<file path="config.mk">
export PLATFORM = sky130hd
export DESIGN_NAME = imem_ctrl
export DESIGN_NICKNAME = d
export VERILOG_FILES = /design/src/rtl/imem_pkg.sv /design/src/rtl/imem_ctrl.sv
export SDC_FILE = /design/constraint.sdc
export NUM_CORES = 1
export LEC_CHECK = 0
export BUFFER_PORTS_ARGS = -buffer_cell sky130_fd_sc_hd__buf_4
export CAP_MARGIN = 20
export CORE_AREA = 5 5 125 116
export DETAILED_ROUTE_END_ITERATION = 8
export DIE_AREA = 0 0 130 121
export GPL_ROUTABILITY_DRIVEN = 1
export GPL_TIMING_DRIVEN = 0
export RECOVER_POWER = 100
export REMOVE_ABC_BUFFERS = 1
export SLEW_MARGIN = 20
export SYNTH_ARGS = -nofsm -noshare
export SYNTH_HDL_FRONTEND = slang
export SYNTH_SLANG_ARGS = --single-unit
</file>
<file path="constraint.sdc">
create_clock -name clk -period 2.9 [get_ports clk]
set_clock_uncertainty 0.15 [all_clocks]
set_input_delay 0.29 -clock clk [delete_from_list [all_inputs] [get_ports clk]]
set_output_delay 0.29 -clock clk [all_outputs]
set_load 0.01 [all_outputs]
</file>
<file path="src/rtl/imem_pkg.sv">
// rtl/imem_pkg.sv - shared constants, state encoding and next-address helper for imem_ctrl
package imem_pkg;

    localparam int DEF_ADDR_W   = 12;
    localparam int DEF_DATA_W   = 16;
    localparam int DEF_DEPTH    = 16;
    localparam int DEF_PC_START = 0;

    typedef enum logic [1:0] {
        LOAD = 2'd0,
        RUN  = 2'd1,
        HALT = 2'd2
    } state_t;

    // Sequential successor of a fetch address; callers truncate to their address width
    function automatic logic [31:0] next_addr(input logic [31:0] addr);
        return addr + 32'd1;
    endfunction

endpackage

</file>
<file path="src/rtl/imem_ctrl.sv">
// rtl/imem_ctrl.sv - load/run sequencer driving the instruction memory and presenting fetched words
module imem_ctrl
    import imem_pkg::*;
#(
    parameter int ADDR_W   = DEF_ADDR_W,
    parameter int DATA_W   = DEF_DATA_W,
    parameter int DEPTH    = DEF_DEPTH,
    parameter int PC_START = DEF_PC_START
)
(
    input  logic              clk,
    input  logic              rst,
    input  logic              load_valid,
    input  logic [DATA_W-1:0] load_data,
    output logic              load_ready,
    input  logic              load_done,
    input  logic              reload,
    input  logic              fetch_en,
    input  logic              stall,
    input  logic              branch_taken,
    input  logic [ADDR_W-1:0] branch_target,
    output logic              we_IM,
    output logic [DATA_W-1:0] dataIM,
    output logic [ADDR_W-1:0] addIM,
    input  logic [DATA_W-1:0] outIM,
    output logic [DATA_W-1:0] instr,
    output logic              instr_valid,
    output logic [ADDR_W-1:0] instr_pc,
    output logic [ADDR_W:0]   load_count,
    output logic              err_oob
);

    localparam logic [ADDR_W:0]   DEPTH_L    = (ADDR_W+1)'(DEPTH);
    localparam logic [ADDR_W:0]   PTR_ONE    = (ADDR_W+1)'(1);
    localparam logic [ADDR_W-1:0] PC_START_L = ADDR_W'(PC_START);

    state_t            state;
    state_t            state_next;
    logic [ADDR_W:0]   load_ptr;
    logic [ADDR_W-1:0] pc;
    logic [ADDR_W-1:0] fetch_addr;
    logic              accept;
    logic              issue;
    logic              oob;

    // The memory's registered read data is the fetched instruction
    assign instr = outIM;

    // Next-state decode and combinational memory-port drive from registered state
    always_comb begin
        state_next = state;
        we_IM      = 1'b0;
        dataIM     = '0;
        addIM      = pc;
        load_ready = 1'b0;
        accept     = 1'b0;
        fetch_addr = pc;
        issue      = 1'b0;
        oob        = 1'b0;
        case (state)
            LOAD: begin
                load_ready = !rst && (load_ptr < DEPTH_L);
                accept     = load_valid && load_ready;
                we_IM      = accept;
                addIM      = load_ptr[ADDR_W-1:0];
                dataIM     = load_data;
                if (load_done || (load_ptr >= DEPTH_L)) begin
                    state_next = RUN;
                end
            end
            RUN: begin
                // Branch beats stall; a stalled valid instruction is re-read so outIM stays put
                if (branch_taken) begin
                    fetch_addr = branch_target;
                end else if (stall && instr_valid) begin
                    fetch_addr = instr_pc;
                end
                addIM = fetch_addr;
                issue = fetch_en && (branch_taken || !stall);
                oob   = issue && ({1'b0, fetch_addr} >= DEPTH_L);
                if (reload) begin
                    state_next = LOAD;
                end else if (oob) begin
                    state_next = HALT;
                end
            end
            HALT: begin
                if (reload) begin
                    state_next = LOAD;
                end
            end
            default: state_next = LOAD;
        endcase
    end

    // State, load pointer, program counter and fetch-status registers
    always_ff @(posedge clk) begin
        if (rst) begin
            state       <= LOAD;
            load_ptr    <= '0;
            load_count  <= '0;
            pc          <= PC_START_L;
            instr_pc    <= PC_START_L;
            instr_valid <= 1'b0;
            err_oob     <= 1'b0;
        end else begin
            state <= state_next;
            case (state)
                LOAD: begin
                    if (accept) begin
                        load_ptr   <= load_ptr + PTR_ONE;
                        load_count <= load_count + PTR_ONE;
                    end
                    if (state_next == RUN) begin
                        pc          <= PC_START_L;
                        instr_valid <= 1'b0;
                    end
                end
                RUN: begin
                    if (reload) begin
                        load_ptr    <= '0;
                        load_count  <= '0;
                        err_oob     <= 1'b0;
                        instr_valid <= 1'b0;
                    end else if (oob) begin
                        err_oob     <= 1'b1;
                        instr_valid <= 1'b0;
                    end else if (issue) begin
                        instr_pc    <= fetch_addr;
                        pc          <= ADDR_W'(next_addr(32'(fetch_addr)));
                        instr_valid <= 1'b1;
                    end else if (!fetch_en) begin
                        instr_valid <= 1'b0;
                    end
                end
                HALT: begin
                    instr_valid <= 1'b0;
                    if (reload) begin
                        load_ptr   <= '0;
                        load_count <= '0;
                        err_oob    <= 1'b0;
                    end
                end
                default: instr_valid <= 1'b0;
            endcase
        end
    end

endmodule

</file>
# Word level (Yosys, flattened, before mapping)
# Cells that the tools add are included.
dict set report totals {
  ff_bits 54
  wordCells 81
}
dict set report op_classes {
  n_addsub 3
  order_cmp 3
  n_eq_ne 12
  muxes 35
  bitwise_logic 2
  n_reduce_logical 19
}
# operator n
set ops {}
lappend ops {{$mux W12} 8}
lappend ops {{$pmux W13 S2} 2}
lappend ops {{$pmux W12 S2} 2}
lappend ops {{$mux W13} 3}
lappend ops {{$add A13 B1 Y13 const B} 2}
lappend ops {{$mux W16} 1}
lappend ops {{$ge A13 B5 Y1 const B} 1}
lappend ops {{$lt A13 B5 Y1 const B} 1}
lappend ops {{$add A12 B1 Y12 const B} 1}
lappend ops {{$ge A12 B5 Y1 const B} 1}
lappend ops {{$mux W1} 12}
lappend ops {{$ne A2 B2 Y1 const B} 6}
lappend ops {{$mux W2} 4}
lappend ops {{$pmux W2 S3} 1}
lappend ops {{$reduce_and A3 Y1} 2}
lappend ops {{$reduce_bool A2 Y1} 3}
lappend ops {{$logic_and A1 B1 Y1} 5}
lappend ops {{$ne A5 B5 Y1 const B} 1}
lappend ops {{$reduce_and A5 Y1} 1}
lappend ops {{$eq A2 B1 Y1 const B} 2}
lappend ops {{$pmux W1 S2} 2}
lappend ops {{$reduce_and A4 Y1} 1}
lappend ops {{$ne A3 B3 Y1 const B} 1}
lappend ops {{$eq A2 B2 Y1 const B} 1}
lappend ops {{7 further kinds} 10}

# Logic depth before layout (Yosys ltp)
dict set report logic_depth {
  ltp_word 12
  depth_mapped 11
}

# Worst setup path after synthesis
# OpenSTA, ideal clock, no wires.
dict set report synth_timing {
  path_type {flip-flop to flip-flop}
  from {register instr_valid}
  to {register pc[10]}
  t_arrival_ps 2198
  setup_slack_ps 437
  stages_incl_launch_ff 9
  n_path_buf 2
  synth_period_minus_slack_ps 2463
  path_cell_list {dfxtp_1 > nand2_2 > buf_6 > a311o_1 > or4_4 > o32ai_2 > a21oi_2 > buf_6 > and2_1}
}
dict set report synth_via {
  elab_chain_len 12
  word_cells_on_any_way 20
  cone_classes {add/sub (1); order compare (1); eq/ne (3); mux (12); reduce/logical (3)}
}
# element line_no
set synth_rtl {}
lappend synth_rtl {{from (decl)} imem_ctrl.sv:27} ;# output logic instr_valid,
lappend synth_rtl {{from (signal assigned)} imem_ctrl.sv:104} ;# instr_valid <= 1'b0;
lappend synth_rtl {{from (signal assigned)} imem_ctrl.sv:116} ;# instr_valid <= 1'b0;
lappend synth_rtl {{from (signal assigned)} imem_ctrl.sv:124} ;# instr_valid <= 1'b0;
lappend synth_rtl {{$logic_and A1 B1 Y1 *} imem_ctrl.sv:75} ;# end else if (stall && instr_valid) begin
lappend synth_rtl {{$mux W12 *} imem_ctrl.sv:75}
lappend synth_rtl {{$mux W12 *} imem_ctrl.sv:73} ;# if (branch_taken) begin
lappend synth_rtl {{$mux W12 *} imem_ctrl.sv:60} ;# case (state)
lappend synth_rtl {{$ge A12 B5 Y1} imem_ctrl.sv:80} ;# oob = issue && ({1'b0, fetch_addr} >= DEPTH_L);
lappend synth_rtl {{$logic_and A1 B1 Y1} imem_ctrl.sv:80}
lappend synth_rtl {{$mux W2} imem_ctrl.sv:83} ;# end else if (oob) begin
lappend synth_rtl {{$mux W2} imem_ctrl.sv:81} ;# if (reload) begin
lappend synth_rtl {{$pmux W2 S3} imem_ctrl.sv:60}
lappend synth_rtl {{$eq A2 B1 Y1} imem_ctrl.sv:114} ;# if (state_next == RUN) begin
lappend synth_rtl {{$ne A2 B2 Y1 (no line)} --}
lappend synth_rtl {{$reduce_and A5 Y1 (no line)} --}
lappend synth_rtl {{to (signal assigned)} imem_ctrl.sv:130} ;# pc <= ADDR_W'(next_addr(32'(fetch_addr)));
lappend synth_rtl {{to (decl)} imem_ctrl.sv:40} ;# logic [ADDR_W-1:0] pc;
# Every way passes the cells marked *; elsewhere a longest branch is shown, timed or not. The select of a mux whose other input is x is not followed.
# A chain may end at the register's enable or synchronous reset.

# Final worst setup path
dict set report layout_timing {
  from {register state[1]}
  to {register pc[7]}
}
dict set report layout_via {
  elab_chain_len 7
  word_cells_on_any_way 23
  cone_classes {add/sub (1); eq/ne (7); mux (12); reduce/logical (3)}
}
# element line_no
set layout_rtl {}
lappend layout_rtl {{from (decl)} imem_ctrl.sv:37} ;# state_t state;
lappend layout_rtl {{from (signal assigned)} imem_ctrl.sv:107} ;# state <= state_next;
lappend layout_rtl {{$eq A2 B1 Y1} {imem_ctrl.sv:60, imem_ctrl.sv:108}}
lappend layout_rtl {{$mux W12} imem_ctrl.sv:60}
lappend layout_rtl {{$add A12 B1 Y12} imem_pkg.sv:17} ;# return addr + 32'd1;
lappend layout_rtl {{$mux W12} imem_ctrl.sv:128} ;# end else if (issue) begin
lappend layout_rtl {{$mux W12} imem_ctrl.sv:125} ;# end else if (oob) begin
lappend layout_rtl {{$mux W12} imem_ctrl.sv:120} ;# if (reload) begin
lappend layout_rtl {{$pmux W12 S2} imem_ctrl.sv:108} ;# case (state)
# Parallel ways exist; a longest one is shown, timed or not. The select of a mux whose other input is x is not followed.

==> impl_metrics.csv <==
group,metric,value,unit
finish,nNetsFinal,509,
die,io_pins,125,
synthesis,muxShareOfSynthArea,0.9434,%
critical_path,cp_num_buf_inv,2,
power,p_int,1.225,mW
finish,n_antenna_cell,0,
critical_path,cp.required,2.94,ns
timing,worst_slew_pin_slew,0.6002,ns
critical_path,slowest_stage,"o32ai_2",
timing,rsz0062_at_grt,"no",
hold_path,min_path_type,"input pin to flop",
die,rows,40,
timing,fin_crit,2.735,ns
synthesis,synth_compound_area_share,18.20,%
grt,grt_pass1_wl,14.23,mm
grt,grt_pass1_vias,2864,
synthesis,synth_edf_count,0,
critical_path,arrival,2.77,ns
synthesis,synth_top_family_by_area,"simple AND/OR/NAND/NOR gates",
finish,regArea,0.001085,mm2
power,comb_power_share,18.4,%
power,swShare,28.14,%
synthesis,synth.most_common_cell,"dfxtp_1",
synthesis,synthSimpleGateAreaFrac,29.60,%
clock_network,cts_buffers,5,
synthesis,avgSynthCellArea,8.333,um2
clock_network,h-tree-depth,2,
finish,drive_gt1_share,17.33,%
critical_path,path_cells,"inv_1, ha_2, inv_1, nor2_1, nand3_1, o32ai_2, a21oi_2, and2_1",
grt,overflow,0,
grt,track_usage,11.03,%
synthesis,ys_seq_elements,54,
status,status,"complete, no violations",
clock_network,cts.reportedPaths.clkPinSlew,0.08,ns
clock_network,hold_buffers,0,
placement,dpl.cell_count,606,
finish,fillers,1428,
critical_path,path_common_cell,"inv_1",
drt,drtPass1Iterations,4,
timing,finalSetupViolations,0,
synthesis,synth_top_area_cell,"dfxtp_1",
power,pwr-share-clk,36.6,%
finish,multi_input_area,0.001847,mm2
clock_network,worstSkewPairLatency,0.29,ns
timing,maxSlewHeadroom,59.99,%
clock_network,root_buffer,"clkbuf_16",
power,p_seq_share,45.0,%
grt,antenna_found_initial,0,
synthesis,syn_inst,382,
clock_network,tritoncts,"done",
power,vdd_drop_max,0.2632,mV
synthesis,synth_area_leaders,"dfxtp_1, and2_1, nor2_1",
die,core_area,0.01301,mm2
drt,wl_per_cell,14.75,um
power,power_switching,0.4796,mW
critical_path,path_max_fanout,16,
job,maxCapViolCount,0,
synthesis,synth_top_area_share,33.96,%
synthesis,ys_types,51,
critical_path,crit_type,"flop to flop",
power,total_power,1.704,mW
finish,final_cell_count_no_fill,618,
critical_path,start_kind,"flop",
finish,fin_area,0.003890,mm2
synthesis,post_synth_fa_ha_maj_area_fraction,3.145,%
die,die_w,130,um
drt,wl,9.117,mm
drt,ant_nets,0,
die,start_util,24.46,%
drt,num_vias,3023,
synthesis,syn_area,0.003183,mm2
placement,portBuffers,92,
timing,hold_viol,0,
placement,dpl_cell_area,0.003867,mm2
synthesis,synth_ff_type,"dfxtp_1",
synthesis,synth_commonest_cells,"dfxtp_1, nor2_1, and2_1, nand2_1, buf_4",
critical_path,path_delay_family,"simple AND/OR/NAND/NOR gates",
timing,timing.fmax,365.6,MHz
timing,maxSlewViolCount,0,
drt,drt_iter0_markers,121,
placement,place_congestion,0.7922,
critical_path,setup.worst_path.end_class,"flop",
placement,dp_hpwl,6.926,mm
drt,viasPerCell,4.892,
clock_network,cts_num_sinks,54,
synthesis,synthXorXnorAreaFrac,6.053,%
finish,area_delta_synth_final,22.21,%
power,powerDensity,438.1,mW/mm2
critical_path,rrSetupSlack,0.16,ns
die,die-area,0.01573,mm2
power,cellLeakagePower,1.530,nW
synthesis,synth_async_sr_flop_share,0,%
die,die_h,121,um
synthesis,yosys_warnings,0,
timing,min_period_over_period,94.32,%
grt,grt_max_degree,37,
critical_path,crit_path_max_incr_delay,0.43,ns
drt,drc,0,
timing,finalSetupTns,0,ns
clock_network,clockBufferDepth,2,
synthesis,yosysSeqAreaShare,33.96,%
## routing by layer
metal	routed length, um	GRT usage, %	part of all wire [%]	vias up
met2	4264	18.36	47	106
met1	4018	13.83	44	1439
li1	-	-	-	1471
met4	106	2.857	1.2	0
met5	0	0	0	-
met3	728	3.345	8.0	7
## power groups by stage
stage | clock [mW] | combinational (mW) | sequential, mW
CTS | 0.651 | 0.338 | 0.768
floorplan | 0 | 0.176 | 0.782
finish | 0.624 | 0.313 | 0.767
global route | 0.678 | 0.348 | 0.768
global placement | 0 | 0.329 | 0.785
detailed placement | 0 | 0.335 | 0.786
## flip-flops by register name (all words and copies together) (netlist names)
register / cells
pc: 12
state: 2
load_count: 13
err_oob: 1
instr_pc: 12
load_ptr: 13
instr_valid: 1
## cell type report
| type | instances | share of cell area [%] |
|---|---|---|
| timing repair buffer | 96 | 14.18 |
| inverter | 11 | 1.061 |
| sequential | 54 | 27.89 |
| clock buffer | 6 | 3.570 |
| tap | 168 | 5.404 |
| clock inverter | 2 | 0.4181 |
| multi-input combinational | 281 | 47.48 |
## cells in the final DEF, fill, tap and decap left out, drive strengths merged, types with 4 or more instances in the layout
master / n
buf: 48
o21ai: 15
and4b: 8
nor3: 7
a311oi: 7
ha: 8
xor2: 15
and3: 10
o2bb2ai: 4
a21o: 5
clkbuf: 54
nand3: 9
nand2: 28
a21oi: 9
and2: 40
a211oi: 5
o211ai: 4
nand4: 10
nor2: 40
a311o: 4
or3: 6
inv: 12
xnor2: 7
a22oi: 12
dfxtp: 54
## what timing repair did
item,4_1_cts,5_1_grt
resized for setup,4,3
setup endpoints to repair,55,43
pin swaps,0,1
setup buffers,0,4
## path summary, 6_finish.rpt
path | start | endpoint | cells past startpoint
worst max register to register | state[1] | pc[7] | 8
worst max-delay path | state[1] | pc[7] | 8
worst min register to register | err_oob | err_oob | 2
worst min-delay path | rst | instr_pc[1] | 2
## per-stage QoR
| step | hold slack (ns) | util [%] | setup slack [ns] |
|---|---|---|---|
| after global placement | 0.3185 | 29.72 | -0.1297 |
| after global routing | 0.1805 | 29.89 | 0.005491 |
| after CTS | 0.1692 | 30.97 | 0.05223 |
| final | 0.1736 | 29.89 | 0.1646 |
| after floorplan | 0.2091 | - | 0.3300 |
| after detailed placement | 0.3196 | 29.72 | -0.2052 |
## logic make-up after synthesis
kind of cell,after synthesis
flops,54
compound gates,77
xor+xnor,22
mux,3
fa+ha+maj,8
simple gates,171
buf+inv,47
Note: power is estimated with default switching activity, not from simulation.
